### src/rtl/pe_split_pkg.sv
// Shared encodings for the partial-sum split scheduler: route select values and FSM states.
// The select encodings match the CSP split sel used elsewhere in the PE.
package pe_split_pkg;

  localparam logic [1:0] SEL_NONE = 2'b00;
  localparam logic [1:0] SEL_R1   = 2'b01;
  localparam logic [1:0] SEL_R2   = 2'b10;

  typedef enum logic [1:0] {
    IDLE  = 2'd0,
    RUN   = 2'd1,
    DRAIN = 2'd2
  } sched_state_t;

endpackage

### src/rtl/split_out_reg.sv
// One-entry valid/ready holding register with a route tag; presents the held item on R1 or R2.
module split_out_reg
  import pe_split_pkg::*;
#(
  parameter int WIDTH = 8
) (
  input  logic             clk,
  input  logic             rst_n,
  input  logic             load,
  input  logic [1:0]       load_sel,
  input  logic [WIDTH-1:0] load_data,
  input  logic             r1_ready,
  input  logic             r2_ready,
  output logic             out_vld,
  output logic             sel_ready,
  output logic             out_fire,
  output logic [1:0]       sel,
  output logic             r1_valid,
  output logic             r2_valid,
  output logic [WIDTH-1:0] r1_data,
  output logic [WIDTH-1:0] r2_data
);

  logic             vld_q;
  logic [1:0]       sel_q;
  logic [WIDTH-1:0] data_q;

  // NOTE: sequential state uses non-blocking assignments so every flop samples pre-edge values.
  always_ff @(posedge clk or negedge rst_n) begin
    if (!rst_n) begin
      vld_q  <= 1'b0;
      sel_q  <= SEL_NONE;
      // NOTE: the data flop is reset because the outputs must read 0 straight after reset.
      data_q <= '0;
    end else if (load) begin
      vld_q  <= 1'b1;
      sel_q  <= load_sel;
      data_q <= load_data;
    end else if (out_fire) begin
      vld_q  <= 1'b0;
    end
  end

  assign sel_ready = ((sel_q == SEL_R1) && r1_ready) || ((sel_q == SEL_R2) && r2_ready);
  assign out_vld   = vld_q;
  assign out_fire  = vld_q && sel_ready;
  assign sel       = vld_q ? sel_q : SEL_NONE;
  assign r1_valid  = vld_q && (sel_q == SEL_R1);
  assign r2_valid  = vld_q && (sel_q == SEL_R2);
  assign r1_data   = data_q;
  assign r2_data   = data_q;

endmodule

### src/rtl/pe_split_sched.sv
// Split-point scheduler: routes cfg_len-1 results per window to R1 and the last one to R2.
// Optional SPLIT_SCHED_PERF_EN enables the saturating backpressure counter on stall_cnt.
module pe_split_sched
  import pe_split_pkg::*;
#(
  parameter int WIDTH = 8,
  parameter int CNT_W = 8
) (
  input  logic             clk,
  input  logic             rst_n,
  input  logic             start,
  input  logic [CNT_W-1:0] cfg_len,
  input  logic [CNT_W-1:0] cfg_windows,
  input  logic             in_valid,
  output logic             in_ready,
  input  logic [WIDTH-1:0] in_data,
  output logic             r1_valid,
  input  logic             r1_ready,
  output logic [WIDTH-1:0] r1_data,
  output logic             r2_valid,
  input  logic             r2_ready,
  output logic [WIDTH-1:0] r2_data,
  output logic [1:0]       sel,
  output logic             busy,
  output logic             done,
  output logic [15:0]      stall_cnt
);

  sched_state_t     state;
  logic [CNT_W-1:0] len_q;
  logic [CNT_W-1:0] win_q;
  logic [CNT_W-1:0] tap_cnt;
  logic [CNT_W-1:0] win_cnt;
  logic             zero_done_q;

  logic out_vld;
  logic sel_ready;
  logic out_fire;
  logic in_fire;
  logic at_tap_end;
  logic last_win;

  assign in_ready   = (state == RUN) && (!out_vld || sel_ready);
  assign in_fire    = in_valid && in_ready;
  assign at_tap_end = (tap_cnt == len_q - CNT_W'(1));
  assign last_win   = (win_cnt == win_q - CNT_W'(1));

  split_out_reg #(.WIDTH(WIDTH)) u_out (
    .clk       (clk),
    .rst_n     (rst_n),
    .load      (in_fire),
    .load_sel  (at_tap_end ? SEL_R2 : SEL_R1),
    .load_data (in_data),
    .r1_ready  (r1_ready),
    .r2_ready  (r2_ready),
    .out_vld   (out_vld),
    .sel_ready (sel_ready),
    .out_fire  (out_fire),
    .sel       (sel),
    .r1_valid  (r1_valid),
    .r2_valid  (r2_valid),
    .r1_data   (r1_data),
    .r2_data   (r2_data)
  );

  always_ff @(posedge clk or negedge rst_n) begin
    if (!rst_n) begin
      state       <= IDLE;
      len_q       <= CNT_W'(1);
      win_q       <= '0;
      tap_cnt     <= '0;
      win_cnt     <= '0;
      zero_done_q <= 1'b0;
    end else begin
      zero_done_q <= 1'b0;
      case (state)
        IDLE: begin
          if (start) begin
            if (cfg_windows != '0) begin
              state   <= RUN;
              // A zero length behaves as one result per window, i.e. everything goes to R2.
              len_q   <= (cfg_len == '0) ? CNT_W'(1) : cfg_len;
              win_q   <= cfg_windows;
              tap_cnt <= '0;
              win_cnt <= '0;
            end else begin
              zero_done_q <= 1'b1;
            end
          end
        end
        RUN: begin
          if (in_fire) begin
            if (at_tap_end) begin
              tap_cnt <= '0;
              if (win_cnt != win_q) win_cnt <= win_cnt + CNT_W'(1);
              if (last_win) state <= DRAIN;
            end else begin
              tap_cnt <= tap_cnt + CNT_W'(1);
            end
          end
        end
        DRAIN: begin
          if (out_fire) state <= IDLE;
        end
        default: state <= IDLE;
      endcase
    end
  end

  assign busy = (state != IDLE);
  // The final R2 handshake is combinational on r2_ready, so done is reported in that same cycle.
  assign done = zero_done_q || ((state == DRAIN) && out_fire);

`ifdef SPLIT_SCHED_PERF_EN
  logic [15:0] stall_q;

  always_ff @(posedge clk or negedge rst_n) begin
    if (!rst_n) begin
      stall_q <= '0;
    end else if ((state == IDLE) && start) begin
      stall_q <= '0;
    end else if (out_vld && !sel_ready && (stall_q != 16'hFFFF)) begin
      stall_q <= stall_q + 16'd1;
    end
  end

  assign stall_cnt = stall_q;
`else
  assign stall_cnt = '0;
`endif

endmodule

### config.mk
export PLATFORM = sky130hd
export DESIGN_NAME = pe_split_sched
export DESIGN_NICKNAME = d
export VERILOG_FILES = /design/src/rtl/pe_split_pkg.sv /design/src/rtl/split_out_reg.sv /design/src/rtl/pe_split_sched.sv
export SDC_FILE = /design/constraint.sdc
export NUM_CORES = 1
export LEC_CHECK = 0
export CORE_ASPECT_RATIO = 1.5
export CORE_UTILIZATION = 60
export DETAILED_ROUTE_END_ITERATION = 16
export DONT_BUFFER_PORTS = 1
export HOLD_SLACK_MARGIN = 0.15
export PLACE_DENSITY = 0.82
export SLEW_MARGIN = 10
export SYNTH_ARGS = -nofsm -noshare
export SYNTH_HDL_FRONTEND = slang
export SYNTH_SLANG_ARGS = --single-unit
### constraint.sdc
create_clock -name clk -period 2.85 [get_ports clk]
set_input_delay 0.285 -clock clk [delete_from_list [all_inputs] [get_ports clk]]
set_output_delay 0.285 -clock clk [all_outputs]
set_load 0.05 [all_outputs]
==> impl_metrics.csv, run 1 <==
group,metric,value,unit
sta,holdWs,0.1737,ns
clocking,cts.path.max_buffers,2,
critical_path,critPathLaunchType,"flip-flop",
synth,syn_avg_cell_area,9.458,µm²
placement,post-place-ws,0.2857,ns
die,coreArea,4579,µm²
cells_and_area,fin_nets,360,
clocking,root_buffer,"clkbuf_8",
synth,ys_top_cells_by_count,"dfrtp_1 (45), nand2_1 (37), buf_4 (24)",
synth,yosysUniqueCellTypes,57,
critical_path,path_delay_family,"compound AO/OA/AOI/OAI gates",
die,die_w,58.71,µm
synth,ys_seq_area_share,39.82,%
cells_and_area,drive_gt1_share,12.84,%
synth,synth_top_area_share,38.91,%
synth,ys_async_sr_fraction,100.0,%
critical_path,slowest_delay,0.47,ns
routing,dr.pass1.iters,7,
clocking,cts_tree,"done",
synth,yosysTopAreaCell,"dfrtp_1",
die,start_util,63.20,%
sta,drv_slew,0,
critical_path,crit_slowest_cell,"o31ai_2",
sta,hold_viol,0,
cells_and_area,nFillCells,363,
routing,drt_iter0_drc,127,
pwr,p_leak,1.452,nW
sta,fmax,384.8,MHz
sta,setup_viol,0,
synth,synth-seq-cells,46,
grt,grt_max_degree,47,
clocking,cts_buffers,5,
pwr,power.density,658.9,nW/µm²
grt,antenna_found_initial,0,
critical_path,cp_cell_sequence,"inv_1 > ha_1 > or3b_1 > nor4_1 > o211ai_1 > o31ai_2 > nor4b_1 > a211o_1",
critical_path,path_buf_inv,1,
placement,place_area,2854,µm²
cells_and_area,area_growth,10.98,%
grt,grt_usage,25.43,%
die,num_io_pins,69,
routing,viasPerCell,5.724,
clocking,cts_max_level,2,
sta,post-route-min-period,2.599,ns
synth,synth_enable_flop_cells,0,
sta,timing.slew.headroom,40.07,%
cells_and_area,diodes,0,
routing,wire_per_inst,15.12,µm
routing,antenna_left,0,
sta,post-route-period-util,91.20,%
sta,rsz0062_at_grt,"no",
sta,fin_tns_setup,0,ns
routing,drt_wl_total,5910,µm
placement,globalplace.congestion,0.8938,
routing,drc_errors,0,
placement,dp.final_hpwl,4235,µm
clocking,cts_resized,0,
grt,grt_pass1_vias,2205,
synth,synth_flop_cell,"dfrtp_1",
hold_path,hp-class,"primary input to flip-flop",
clocking,path_clk_slew,0.08,ns
critical_path,crit_arrival,2.80,ns
critical_path,endpoint_kind,"flip-flop",
synth,synthCells,306,
grt,grt_pass1_wl,9804,µm
outcome,outcome,"finished clean",
job,drv_cap,0,
placement,io_buffer_count,0,
pwr,max-vdd-ir-drop,0.4384,mV
clocking,cts.sinks,46,
die,die_area,5111,µm²
die,num_rows,30,
cells_and_area,design_area,3212,µm²
sta,worst_pin_slew,0.8990,ns
grt,grt_overflow,0,
critical_path,worstPathRequired,3.05,ns
die,fp.dieH,87.06,µm
sta,finClkSkew,0.005319,ns
routing,dr_total_vias,2238,
sta,fin_ws,0.2509,ns
cells_and_area,utilization,70.14,%
synth,netlist_area,2894,µm²
synth,synth_most_common_cell,"dfrtp_1",
clocking,clk-insertion-delay-late,0.30,ns
critical_path,worstPathMaxFanout,7,
synth,yosys_warnings,0,
synth,yosys-top-cells-area,"dfrtp_1 (39%), buf_4 (6.2%), mux2_2 (5.4%)",
critical_path,critPathKind,"flip-flop to flip-flop",
-- power breakdown --
group | internal, mW | switching [mW] | total, mW
combinational | 0.282 | 0.338 | 0.620
clock | 0.172 | 0.227 | 0.399
sequential | 0.759 | 0.338 | 1.10
-- metrics by stage --
step,power (mW),instances
finish,2.116,391
global route,2.252,391
CTS,2.130,391
detailed placement,1.687,358
global placement,1.660,358
floorplan,1.628,321
-- per-layer routing --
metal	track usage, %	vias up	routed length (µm)
met5	0	-	0
met4	14.50	0	214
met3	4.160	17	204
met2	46.19	61	3247
met1	27.17	1085	2243
li1	-	1075	-
-- flip-flops by register name (all words and copies together), names as in the netlist --
register and flops:
u_out.sel_q 2, len_q 8, u_out.r1_data 8, win_cnt 8
zero_done_q 1, win_q 8, u_out.out_vld 1, tap_cnt 8
state 2
-- path summary, 6_finish.rpt --
path / startpoint / endpoint / slack, ns / cells after the start
hold reg to reg: win_q[7] / win_q[7] / 0.51 / 2
max in group asynchronous: rst_n / len_q[0] / 2.12 / 2
hold / removal: cfg_len[0] / len_q[0] / 0.17 / 2
setup / recovery: len_q[1] / tap_cnt[2] / 0.25 / 8
min in group asynchronous: rst_n / u_out.sel_q[0] / 0.47 / 2
setup reg to reg: len_q[1] / tap_cnt[2] / 0.25 / 8
-- layout make-up --
cell class / instances / area (µm²) / share of cell area [%]
multi-input cells: 232 / 1539 / 47.92
flip-flops and latches: 46 / 1152 / 35.88
repair buffers: 31 / 312.8 / 9.739
well taps: 64 / 80.08 / 2.493
clock buffers: 5 / 68.82 / 2.143
inverters: 10 / 37.54 / 1.169
clock inverters: 3 / 21.27 / 0.6623
-- cell families (layout without fill, tap and decap cells) --
kind of cell,count (synthesis),after routing,synth area share [%]
simple gates,121,121,22.87
compound gates,46,46,11.46
flops,46,46,39.82
buf+inv,43,49,8.949
xor+xnor,26,26,7.869
mux,19,19,7.177
fa+ha+maj,4,4,1.729
other cells,1,16,0.1296
-- repair_timing --
item / CTS / global route
buffers inserted: 0 / 0
hold endpoints to repair: 69 / 0
setup endpoints to repair: 0 / 0
hold buffers: 25 / 0
-- cell usage in the layout (no fill, tap or decap), drive strengths merged, types with 3 or more instances in the layout --
cell and n:
nor3b 3, a21o 4, a21oi 7, xnor2 12, and2 5, xor2 14
nor3 8, a211oi 3, dlygate4sd3 24, nand3 7, nor2b 4, a31o 3
ha 4, nor2 11, o21ai 12, nand3b 4, buf 7, nand4 4
nand2b 10, nor4 6, nand2 37, dfrtp 45, mux2i 5, mux2 14
inv 10, conb 16, and3 9, clkbuf 5, or4 5
No activity file was read; power rests on OpenSTA's default activity.
==> run 2, diff against run 1 <==
--- a/config.mk
+++ b/config.mk
@@ -6,11 +6,12 @@
 export NUM_CORES = 1
 export LEC_CHECK = 0
 export CORE_ASPECT_RATIO = 1.5
-export CORE_UTILIZATION = 60
+export CORE_UTILIZATION = 51
+export CTS_CLUSTER_DIAMETER = 100
 export DETAILED_ROUTE_END_ITERATION = 16
 export DONT_BUFFER_PORTS = 1
 export HOLD_SLACK_MARGIN = 0.15
-export PLACE_DENSITY = 0.82
+export PLACE_DENSITY = 0.72
 export SLEW_MARGIN = 10
 export SYNTH_ARGS = -nofsm -noshare
 export SYNTH_HDL_FRONTEND = slang
==> impl_metrics.csv, run 2 (same netlist as run 1, synthesis figures left out) <==
group,metric,value,unit
routing,viasPerCell,5.563,
cells_and_area,final_common_cell,"dfrtp_1",
placement,globalplace.congestion,0.8209,
cells_and_area,area_growth,12.32,%
critical_path,reg2reg_from,"len_q[1]",
die,start_util,53.10,%
critical_path,critPathKind,"flip-flop to flip-flop",
job,drv_cap,0,
pwr,power.density,674.0,nW/µm²
outcome,outcome,"finished clean",
grt,grt_pass1_wl,9942,µm
critical_path,cp_cell_sequence,"inv_1 > ha_1 > or3b_1 > nor4_1 > o211ai_1 > o31ai_2 > nor4b_1 > a211o_1",
die,num_rows,33,
grt,grt_usage,21.65,%
critical_path,rr_worst_depth,8,
sta,fin_tns_setup,0,ns
critical_path,slowest_delay,0.45,ns
sta,rsz0062_at_grt,"no",
sta,hold_viol,0,
critical_path,r2r_slack,0.30,ns
clocking,clk-insertion-delay-late,0.30,ns
die,die_area,5986,µm²
grt,use_met1,23.07,%
pwr,max-vdd-ir-drop,0.3363,mV
critical_path,worstPathRequired,3.04,ns
routing,drc_errors,0,
sta,fmax,391.5,MHz
critical_path,critPathLaunchType,"flip-flop",
cells_and_area,fin_nets,361,
grt,top_usage_layer,"met2",
sta,drv_slew,0,
grt,grt_max_degree,47,
critical_path,endpoint_kind,"flip-flop",
hold_path,hold_depth,3,
grt,antenna_found_initial,0,
routing,drt_wl_total,5880,µm
sta,post-route-min-period,2.555,ns
clocking,root_buffer,"clkbuf_8",
sta,setup_viol,0,
routing,wire_per_inst,14.77,µm
clocking,cts_tree,"done",
sta,finClkSkew,0.005663,ns
die,die_w,63.51,µm
placement,io_buffer_count,0,
cells_and_area,diodes,0,
cells_and_area,drive_gt1_share,13.11,%
sta,timing.slew.headroom,38.87,%
clocking,cts.path.max_buffers,2,
grt,grtUsageMet2,39.45,%
die,fp.dieH,94.26,µm
sta,worst_pin_slew,0.9169,ns
placement,place_area,2869,µm²
hold_path,hold_end,"zero_done_q",
critical_path,worstPathMaxFanout,7,
clocking,cts_buffers,5,
hold_path,hp-class,"primary input to flip-flop",
cells_and_area,layout_common_cells,"dfrtp_1 (45), nand2_1 (37), dlygate4sd3_1 (24)",
sta,holdWs,0.1806,ns
die,coreArea,5450,µm²
die,num_io_pins,69,
clocking,cts_max_level,2,
sta,post-route-period-util,89.63,%
clocking,cts.sinks,46,
grt,grt_pass1_vias,2204,
routing,drt_iter0_drc,106,
clocking,cts_setup_buffers,0,
clocking,path_clk_slew,0.09,ns
critical_path,crit_arrival,2.75,ns
placement,dp.final_hpwl,4345,µm
critical_path,crit_slowest_cell,"o31ai_2",
pwr,p_leak,1.465,nW
routing,dr_total_vias,2214,
grt,global_route.usage.met3,4.248,%
grt,grt_overflow,0,
routing,antenna_left,0,
cells_and_area,design_area,3251,µm²
hold_path,hp-start,"cfg_windows[2]",
cells_and_area,nFillCells,499,
routing,dr.pass1.iters,4,
critical_path,reg2reg_to,"tap_cnt[2]",
-- run 2: cell types whose count changed in the layout (fill, tap and decap cells not counted) --
cell	change
clkinvlp_4	+1
bufinv_16	+1
buf_4	+1
clkinv_2	-1
clkinv_4	-1
-- run 2: report_power, final --
part / leakage [nW] / switching [mW] / internal (mW) / total [mW]
registers: 0.564 / 0.338 / 0.759 / 1.10
clock network: 0.0504 / 0.223 / 0.261 / 0.483
logic: 0.850 / 0.331 / 0.280 / 0.611
-- run 2: how the worst max path moves through the flow --
stage	from	endpoint	slack, ns
6_report	len_q[1]	tap_cnt[2]	0.30
5_1_grt	len_q[1]	tap_cnt[2]	0.13
4_1_cts	len_q[1]	tap_cnt[2]	0.30
3_5_place_dp	len_q[1]	tap_cnt[2]	0.30
3_3_place_gp	len_q[1]	tap_cnt[2]	0.39
2_1_floorplan	len_q[1]	tap_cnt[2]	0.54
-- run 2: metal layers --
metal  vias to the layer above  share of wire [%]  wire [µm]
met5                         -                  0          0
met2                        52                 55       3253
met3                        12                3.1        184
met1                      1078                 38       2234
li1                       1072                  -          -
met4                         0                3.5        208
-- run 2: worst max-delay path: cells and delay by family (launching register included) --
family                     cells  cell delay (ns)
DFF                            1             0.40
AOI/OAI and AO/OA              3             0.93
buffers and inverters          1             0.08
adders and majority gates      1             0.25
and+or+nand+nor                3             0.78
-- run 2: metrics by stage --
stage | std cells | setup WS (ns) | power, mW | util, %
global placement | 365 | 0.3891 | 1.661 | 52.64
CTS | 398 | 0.3012 | 2.214 | 59.64
detailed placement | 365 | 0.2999 | 1.680 | 52.64
floorplan | 321 | 0.5376 | 1.628 | -
global route | 398 | 0.1349 | 2.333 | 59.64
finish | 398 | 0.2954 | 2.191 | 59.64
-- run 2: what timing repair did --
item | 4_1_cts | 5_1_grt
resized for setup | 0 | 0
hold endpoints to repair | 69 | 0
hold buffers | 25 | 0
-- run 2: final cells by class --
class / instances / area (µm²) / area share (%)
Clock buffer: 5 / 68.82 / 2.117
Clock inverter: 3 / 45.04 / 1.386
Inverter: 10 / 37.54 / 1.155
Multi-Input combinational cell: 232 / 1539 / 47.34
Sequential cell: 46 / 1152 / 35.45
Tap cell: 70 / 87.58 / 2.694
Timing Repair Buffer: 32 / 320.3 / 9.854
==> run 3, diff against run 2 <==
--- a/config.mk
+++ b/config.mk
@@ -6,12 +6,12 @@
 export NUM_CORES = 1
 export LEC_CHECK = 0
 export CORE_ASPECT_RATIO = 1.5
-export CORE_UTILIZATION = 51
+export CORE_UTILIZATION = 50
 export CTS_CLUSTER_DIAMETER = 100
 export DETAILED_ROUTE_END_ITERATION = 16
 export DONT_BUFFER_PORTS = 1
 export HOLD_SLACK_MARGIN = 0.15
-export PLACE_DENSITY = 0.72
+export PLACE_DENSITY = 0.71
 export SLEW_MARGIN = 10
 export SYNTH_ARGS = -nofsm -noshare
 export SYNTH_HDL_FRONTEND = slang
==> impl_metrics.csv, run 3 (same netlist as run 1, synthesis figures left out) <==
group,metric,value,unit
pwr,power.density,657.2,nW/µm²
clocking,postCtsHoldBufs,25,
cells_and_area,fin_nets,361,
sta,fin_tns_setup,0,ns
routing,dr_total_vias,2218,
grt,antenna_found_initial,0,
die,die_area,6103,µm²
die,coreArea,5533,µm²
critical_path,critPathLaunchType,"flip-flop",
hold_path,hp-start,"cfg_windows[2]",
sta,fmax,386.4,MHz
die,die_w,64.12,µm
critical_path,r2r_slack,0.26,ns
routing,drt_iter0_drc,123,
pwr,max-vdd-ir-drop,0.3633,mV
cells_and_area,area_growth,11.54,%
critical_path,crit_arrival,2.77,ns
critical_path,rr_worst_depth,8,
cells_and_area,diodes,0,
die,num_io_pins,69,
placement,io_buffer_count,0,
clocking,cts.sinks,46,
clocking,cts_setup_buffers,0,
critical_path,critPathLaunch,"len_q[1]",
cells_and_area,seq_area,1152,µm²
clocking,cts_tree,"done",
cells_and_area,drive_gt1_share,12.80,%
routing,dr.pass1.iters,4,
clocking,cts.path.max_buffers,2,
grt,grt_max_degree,47,
critical_path,worstPathMaxFanout,7,
clocking,clk-insertion-delay-late,0.29,ns
outcome,outcome,"finished clean",
hold_path,hp-class,"primary input to flip-flop",
clocking,cts_buffers,5,
clocking,path_clk_slew,0.08,ns
sta,post-route-min-period,2.588,ns
critical_path,critPathKind,"flip-flop to flip-flop",
sta,rsz0062_at_grt,"no",
routing,drc_errors,0,
job,drv_cap,0,
cells_and_area,nFillCells,504,
cells_and_area,layout_common_cells,"dfrtp_1 (45), nand2_1 (37), dlygate4sd3_1 (24)",
sta,setup_viol,0,
routing,wire_per_inst,15.20,µm
grt,grt_overflow,0,
critical_path,endpoint_kind,"flip-flop",
sta,finClkSkew,0.01112,ns
sta,worst_pin_slew,0.8993,ns
sta,drv_slew,0,
clocking,cts_resized,0,
placement,dp.final_hpwl,4367,µm
grt,grt_usage,21.84,%
routing,drt_wl_total,6050,µm
cells_and_area,utilization,58.34,%
hold_path,hold_depth,3,
die,num_rows,33,
grt,grt_pass1_vias,2352,
sta,post-route-period-util,90.82,%
critical_path,reg2reg_from,"len_q[1]",
clocking,cts_max_level,2,
sta,hold_viol,0,
die,fp.dieH,95.18,µm
critical_path,worstPathRequired,3.03,ns
clocking,root_buffer,"clkbuf_8",
routing,antenna_left,0,
pwr,p_leak,1.463,nW
grt,grt_pass1_wl,10290,µm
die,start_util,52.31,%
cells_and_area,multi_input_area,1539,µm²
routing,viasPerCell,5.573,
sta,timing.slew.headroom,40.05,%
cells_and_area,final_common_cell,"dfrtp_1",
placement,globalplace.congestion,0.8640,
[run 3: changes by cell type in the layout (fill, tap and decap cells not counted), sizes merged]
cell	previous run	this run
clkinvlp	2	0
bufinv	1	0
clkbuf	5	7
clkinv	0	1
[run 3: cell type report]
class | instances | area share [%]
Multi-Input combinational cell | 232 | 47.67
Sequential cell | 46 | 35.70
Timing Repair Buffer | 32 | 9.922
Tap cell | 70 | 2.713
Clock buffer | 7 | 2.674
Inverter | 10 | 1.163
Clock inverter | 1 | 0.1550
[run 3: final timing paths]
check / endpoint
hold reg to reg: win_q[7]
max in group asynchronous: len_q[0]
setup / recovery: tap_cnt[2]
setup reg to reg: tap_cnt[2]
min in group asynchronous: win_cnt[4]
hold / removal: zero_done_q
[run 3: stage by stage]
stage                     area [µm²]  power (mW)  hold slack [ns]  setup WS, ns  std cells
after floorplan                 2950       1.628         -0.01059        0.5376        321
after global placement          2869       1.661        -0.008739        0.3937        365
after detailed placement        2869       1.682        -0.008579        0.2945        365
after CTS                       3228       2.143           0.1699        0.2774        398
after global routing            3228       2.261           0.1957       0.04825        398
final                           3228       2.122           0.1804        0.2617        398
[run 3: layer usage]
| layer | up-vias | global-route usage [%] | share of wire, % |
|---|---|---|---|
| met5 | - | 0 | 0 |
| met4 | 0 | 9.815 | 3.1 |
| met3 | 15 | 3.230 | 2.8 |
| met2 | 51 | 43.09 | 56 |
| met1 | 1077 | 22.24 | 38 |
| li1 | 1075 | - | - |
[run 3: worst max-delay path, stage by stage, from the launching register on]
cell      delay (ns)
dfrtp_1         0.41
inv_1           0.08
ha_1            0.25
or3b_1          0.42
nor4_1          0.28
o211ai_1        0.21
o31ai_2         0.46
nor4b_1         0.10
a211o_1         0.27
[run 3: report_power, final]
part	switching (mW)	internal (mW)
combinational	0.332	0.280
sequential	0.341	0.759
clock	0.214	0.196
total	0.887	1.23
